### src/rtl/adc_sample_conditioner.sv
// Conditions MCP3202 samples: edge-qualified capture, offset-binary to signed, optional DC
// removal, 2^AVG_LOG2 box-car average, left-justified 16-bit result on a valid/ready port.
module adc_sample_conditioner #(
   parameter int unsigned AVG_LOG2 = 2,
   parameter int unsigned DC_SHIFT = 10
) (
   input  logic        clk,
   input  logic        rst_n,
   input  logic        en,
   input  logic [11:0] i_data,
   input  logic        i_dv,
   input  logic        i_dc_bypass,
   input  logic        i_ready,
   input  logic        i_clr_overrun,
   output logic [15:0] o_sample,
   output logic        o_valid,
   output logic        o_overrun
);

   localparam int unsigned DW = 13 + DC_SHIFT;
   localparam int unsigned SW = 13 + AVG_LOG2;
   localparam int unsigned CW = (AVG_LOG2 > 0) ? AVG_LOG2 : 1;
   localparam logic [CW-1:0] CntLast = CW'((1 << AVG_LOG2) - 1);

   if (AVG_LOG2 > 6) begin : g_bad_avg
      $error("adc_sample_conditioner: AVG_LOG2 must be 0..6");
   end
   if (DC_SHIFT < 4 || DC_SHIFT > 14) begin : g_bad_dc
      $error("adc_sample_conditioner: DC_SHIFT must be 4..14");
   end

   logic                 dv_q;
   logic                 cap_q;
   logic [11:0]          data_q;
   logic                 s1_q;
   logic signed [12:0]   x_q;
   logic signed [DW-1:0] dc_acc_q;
   logic signed [SW-1:0] sum_q;
   logic [CW-1:0]        cnt_q;
   logic                 blk_q;
   logic signed [SW-1:0] blk_sum_q;

   logic                 cap;
   logic signed [12:0]   dc;
   logic signed [13:0]   diff;
   logic signed [12:0]   y;
   logic signed [DW:0]   acc_sum;
   logic signed [DW-1:0] acc_sat;
   logic signed [SW-1:0] sum_next;
   logic                 last;
   logic                 new_res;
   logic signed [12:0]   avg;
   logic [15:0]          sample_d;
   logic                 valid_d;
   logic                 ovr_set;
   logic                 ovr_d;

   // One capture per i_dv rising edge; dv_q follows i_dv even while disabled.
   assign cap = i_dv & ~dv_q & en;

   always_comb begin
      dc      = dc_acc_q[DW-1:DC_SHIFT];
      diff    = {x_q[12], x_q} - {dc[12], dc};
      acc_sum = {dc_acc_q[DW-1], dc_acc_q} + {{(DW-13){diff[13]}}, diff};
      if (acc_sum[DW] != acc_sum[DW-1]) begin
         acc_sat = {acc_sum[DW], {(DW-1){~acc_sum[DW]}}};
      end else begin
         acc_sat = acc_sum[DW-1:0];
      end
      if (i_dc_bypass) begin
         y = x_q;
      end else if (diff[13] != diff[12]) begin
         y = diff[13] ? 13'h1000 : 13'h0fff;
      end else begin
         y = diff[12:0];
      end
      sum_next = sum_q + SW'(y);
      last     = (cnt_q == CntLast);
   end

   assign new_res = blk_q & en;
   assign avg     = blk_sum_q[SW-1:AVG_LOG2];

   // A new result is dropped (and flagged) only when the held one cannot leave this edge.
   always_comb begin
      valid_d  = o_valid & ~i_ready;
      sample_d = o_sample;
      ovr_set  = 1'b0;
      if (new_res) begin
         if (!o_valid || i_ready) begin
            valid_d  = 1'b1;
            sample_d = {avg, 3'b000};
         end else begin
            ovr_set = 1'b1;
         end
      end
      ovr_d = ovr_set | (o_overrun & ~i_clr_overrun);
   end

   always_ff @(posedge clk or negedge rst_n) begin
      if (!rst_n) begin
         dv_q      <= 1'b0;
         cap_q     <= 1'b0;
         data_q    <= '0;
         s1_q      <= 1'b0;
         x_q       <= '0;
         dc_acc_q  <= '0;
         sum_q     <= '0;
         cnt_q     <= '0;
         blk_q     <= 1'b0;
         blk_sum_q <= '0;
         o_sample  <= '0;
         o_valid   <= 1'b0;
         o_overrun <= 1'b0;
      end else begin
         dv_q  <= i_dv;
         cap_q <= cap;
         if (cap) begin
            data_q <= i_data;
         end
         s1_q <= cap_q & en;
         if (cap_q) begin
            x_q <= {1'b0, data_q} - 13'd2048;
         end
         blk_q <= 1'b0;
         if (!en) begin
            sum_q <= '0;
            cnt_q <= '0;
         end else if (s1_q) begin
            if (!i_dc_bypass) begin
               dc_acc_q <= acc_sat;
            end
            if (last) begin
               blk_sum_q <= sum_next;
               blk_q     <= 1'b1;
               sum_q     <= '0;
               cnt_q     <= '0;
            end else begin
               sum_q <= sum_next;
               cnt_q <= cnt_q + CW'(1);
            end
         end
         o_valid   <= valid_d;
         o_sample  <= sample_d;
         o_overrun <= ovr_d;
      end
   end

endmodule

### config.mk
export PLATFORM = sky130hd
export DESIGN_NAME = adc_sample_conditioner
export DESIGN_NICKNAME = d
export VERILOG_FILES = /design/src/rtl/adc_sample_conditioner.sv
export SDC_FILE = /design/constraint.sdc
export NUM_CORES = 1
export LEC_CHECK = 0
export ABC_CLOCK_PERIOD_IN_PS = 7810
export CAP_MARGIN = 20
export CORE_MARGIN = 1
export CORE_UTILIZATION = 55
export DETAILED_ROUTE_END_ITERATION = 6
export PLACE_DENSITY = 0.74
export REMOVE_ABC_BUFFERS = 1
export SYNTH_ARGS = -nofsm -noshare
export SYNTH_HDL_FRONTEND = slang
export SYNTH_SLANG_ARGS = --single-unit
### constraint.sdc
create_clock -name clk -period 7.81 [get_ports clk]
set_input_delay 0.781 -clock clk [delete_from_list [all_inputs] [get_ports clk]]
set_output_delay 0.781 -clock clk [all_outputs]
set_load 0.05 [all_outputs]
==> results.txt <==
* Count of routing violations after the opening detailed-route iteration: 314
- The clock passes through at most 2 buffers.
- Clock period minus worst slack: 6.396 ns
- Antenna violation net count after detailed routing: 0
* Horizontal die dimension: 109.7 um
- Rel. slew slack: 36.98%
* Count of different cell masters after synthesis: 62
* Primary flip-flop cell chosen by synthesis mapping: sky130_fd_sc_hd__dfrtp_1
- The final critical path takes up 81.90% of the cycle.
* Setup TNS: 0 ns
* Cts bufs inserted: 9
- Synthesis-to-finish area growth: 11.08%
* DRT Wirelength: 15,130 um
* Number of setup violations in the final report: 0
* Row Count: 38
* Detailed-route DRC error count: 0
* Sort of element at the start of the critical path: flip-flop
* Area leader, netlist: sky130_fd_sc_hd__dfrtp_1
- The worst setup path is of the reg2reg kind.
* Unrepaired setup endpoints after global routing: false
* Number of hold-slack violations in the final timing report: 0
- The initial antenna violation count came to 0.
- The run finished with clean final reports.
- Number of diodes added for antenna fixing: 0
* Via count of the first global-routing pass: 5,025
* Number of search-and-repair iterations in the first detailed-routing pass: 5
- Pin placement for this block handled 37 I/O pins.
* Share of synthesized flip-flops with an asynchronous set or reset: 100.0%
- Count of clock tree sinks: 96
* Post-detail-place hpwl: 11,220 um
* Number of hold-repair buffers added at the cts stage: 0
- Total of flip-flops plus latches after synthesis: 96
* Clock transition at the registers of the reported paths: 0.07 ns
- At the worst endpoint, the arrival time is 6.65 ns.
- For the pin with the worst max-slew slack, the measured transition is 0.9453 ns.
- Port buffering added 33 buffers.
* Top cells by area, synth: sky130_fd_sc_hd__dfrtp_1, sky130_fd_sc_hd__ha_1, sky130_fd_sc_hd__nand2_1, sky130_fd_sc_hd__mux2_2, sky130_fd_sc_hd__o21ai_0
- The top cell type by area accounts for 37.64% of the synthesized area.
* Vertical extent of the die: 109.7 um
* Remaining global-route overflow: 0
* Maximum number of pins on one net before global-route repair: 52
- Clock tree root buffer cell: sky130_fd_sc_hd__clkbuf_16
- In the final layout, the share of cells above drive strength 1 is 9.179%.
- Nature of the critical path endpoint: flip-flop
* Slew Viols, Final: 0
- Count of flip-flops with a built-in enable after synthesis: 0
- Averaged over all synthesized cells, the footprint is 9.250 um2.
* First-pass GRT wire length: 24,480 um
* Critical path fanouts, max: 10
* Average detailed-routed wire length per instance: 17.61 um
- The net count of the finished layout is 791.
- Number of synthesis warnings: 0
- Share of the yosys chip area belonging to registers: 37.64%
- Placer Congestion: 0.8860
- The initial utilization of the core area, before any placement, comes to 57.61%.
- Max_cap viols: 0
- # resized after CTS: 0
- In this run the number of H-tree levels came out at 3.
- Global routing consumed, over all layers together, 27.03% of the routing resources.
* Maximum clock frequency: 156.3 MHz
- The die covers 0.01204 mm2.
* Post-CTS setup buffer count: 0
- TritonCTS built the clock tree.
- Number of vias per cell: 5.992
- Summing over every cut layer, the via total after detailed routing is 5,147.
* Data required time at the worst endpoint: 8.07 ns
* Post-Synthesis Cells: 690
- Mapped Area: 0.006382 mm2
* Core region area: 0.01108 mm2
* Clk_lat worst skew: 0.36 ns
- Between clock sinks in the finished design, the worst skew comes to 0.008249 ns.
- In this run the worst hold path is classified as in2async.
## layer usage
metal	track usage (%)	vias to the layer above	part of all wire, %
li1	-	2496	-
met1	34.79	2474	46
met2	44.29	142	47
met3	4.742	35	4.2
met4	12.38	0	2.9
met5	0	-	0
## layout make-up
cell class | count | area [um2]
inverter | 36 | 135.1
sequential | 96 | 2402
fill | 908 | 3989
timing repair buffer | 36 | 354.1
clock inverter | 6 | 67.56
tap | 140 | 175.2
multi-input combinational | 535 | 3726
clock buffer | 10 | 229.0
## final timing paths
path,slack [ns],cells after the start,endpoint,startpoint
worst max-delay path,1.41,26,sum_q[14],dc_acc_q[12]
worst min-delay path,0.42,1,blk_sum_q[7],rst_n
worst max register to register,1.41,26,sum_q[14],dc_acc_q[12]
worst min register to register,0.46,1,x_q[11],data_q[11]
max in group asynchronous,6.31,2,dc_acc_q[17],rst_n
min in group clk,0.46,1,x_q[11],data_q[11]
## sequential cells by signal, indices dropped and copies added, names as in the netlist
register and cells:
blk_q 1, blk_sum_q 13, cap_q 1, cnt_q 2, data_q 12, dc_acc_q 23, dv_q 1, o_overrun 1
o_sample 13, o_valid 1, s1_q 1, sum_q 15, x_q 12
## logic make-up (layout without fill, tap and decap cells)
kind of cell	Yosys count	after routing	synth area share, %
buffers and inverters	61	88	4.097
multiplexers	31	31	5.411
XOR/XNOR	35	35	4.803
AND/OR/NAND/NOR	206	206	14.45
other	1	3	0.05876
AO/OA/AOI/OAI	191	191	19.92
flip-flops	96	96	37.64
adder cells (fa/ha/maj)	69	69	13.62
## through the flow
| step | util (%) | cell area, um2 | worst slack, ns | hold slack [ns] | std cells |
|---|---|---|---|---|---|
| floorplan | - | 6264 | 2.451 | 0.4171 | 667 |
| global placement | 61.15 | 6774 | 1.781 | 0.4374 | 841 |
| detailed placement | 61.32 | 6793 | 1.639 | 0.4496 | 843 |
| CTS | 63.99 | 7089 | 1.556 | 0.4466 | 859 |
| global route | 63.99 | 7089 | 0.7726 | 0.4620 | 859 |
| finish | 63.99 | 7089 | 1.414 | 0.4164 | 859 |
## cells in the final DEF, fill, tap and decap left out, types with 5 or more instances in the layout
master and count:
sky130_fd_sc_hd__nand2_1 104, sky130_fd_sc_hd__dfrtp_1 96, sky130_fd_sc_hd__ha_1 55, sky130_fd_sc_hd__o21ai_0 47
sky130_fd_sc_hd__nor2_1 40, sky130_fd_sc_hd__a21oi_1 36, sky130_fd_sc_hd__inv_1 35, sky130_fd_sc_hd__clkdlybuf4s50_1 32
sky130_fd_sc_hd__mux2_2 28, sky130_fd_sc_hd__xnor2_1 21, sky130_fd_sc_hd__a22o_1 21, sky130_fd_sc_hd__a21o_1 18
sky130_fd_sc_hd__xor2_1 14, sky130_fd_sc_hd__nor2b_1 12, sky130_fd_sc_hd__o21ai_1 11, sky130_fd_sc_hd__nor3_1 10
sky130_fd_sc_hd__o21bai_1 9, sky130_fd_sc_hd__maj3_2 9, sky130_fd_sc_hd__clkbuf_16 9, sky130_fd_sc_hd__nand3_1 8
sky130_fd_sc_hd__nand2b_1 8, sky130_fd_sc_hd__a211oi_1 8, sky130_fd_sc_hd__and3_1 5, sky130_fd_sc_hd__o31ai_1 5
## synth_stat cells, types with 8 or more instances
cell	instances
sky130_fd_sc_hd__maj3_2	9
sky130_fd_sc_hd__nand3_1	8
sky130_fd_sc_hd__a22o_1	21
sky130_fd_sc_hd__nor2_1	40
sky130_fd_sc_hd__o21ai_0	47
sky130_fd_sc_hd__ha_1	55
sky130_fd_sc_hd__a21oi_1	36
sky130_fd_sc_hd__o21ai_1	11
sky130_fd_sc_hd__a211oi_1	8
sky130_fd_sc_hd__dfrtp_1	96
sky130_fd_sc_hd__a21o_1	18
sky130_fd_sc_hd__xnor2_1	21
sky130_fd_sc_hd__nand2b_1	8
sky130_fd_sc_hd__clkbuf_1	16
sky130_fd_sc_hd__inv_1	35
sky130_fd_sc_hd__mux2_2	28
sky130_fd_sc_hd__nor3_1	10
sky130_fd_sc_hd__xor2_1	14
sky130_fd_sc_hd__nor2b_1	12
sky130_fd_sc_hd__o21bai_1	9
sky130_fd_sc_hd__nand2_1	104
## worst max-delay path: stages, from the launching register on
cell and delay, ns:
sky130_fd_sc_hd__dfrtp_1 0.38, sky130_fd_sc_hd__inv_1 0.06, sky130_fd_sc_hd__ha_1 0.36, sky130_fd_sc_hd__nor2b_1 0.16, sky130_fd_sc_hd__o21ai_0 0.20, sky130_fd_sc_hd__a21oi_1 0.12, sky130_fd_sc_hd__o21ai_0 0.25, sky130_fd_sc_hd__a21boi_0 0.18
sky130_fd_sc_hd__o21ai_0 0.30, sky130_fd_sc_hd__a21oi_1 0.18, sky130_fd_sc_hd__o41ai_1 0.50, sky130_fd_sc_hd__xnor2_1 0.17, sky130_fd_sc_hd__ha_1 0.47, sky130_fd_sc_hd__inv_1 0.17, sky130_fd_sc_hd__nor2_1 0.41, sky130_fd_sc_hd__a21oi_1 0.07
sky130_fd_sc_hd__o21ai_0 0.36, sky130_fd_sc_hd__ha_1 0.25, sky130_fd_sc_hd__nand2_1 0.07, sky130_fd_sc_hd__a21oi_1 0.17, sky130_fd_sc_hd__o21ai_0 0.12, sky130_fd_sc_hd__a21boi_0 0.34, sky130_fd_sc_hd__o2111ai_1 0.21, sky130_fd_sc_hd__a21oi_1 0.20
sky130_fd_sc_hd__o21ai_0 0.15, sky130_fd_sc_hd__and3_1 0.23, sky130_fd_sc_hd__o31ai_1 0.21
Power is not shown: default switching activity piles up to over one toggle a cycle in this logic, so the estimate is an artifact.
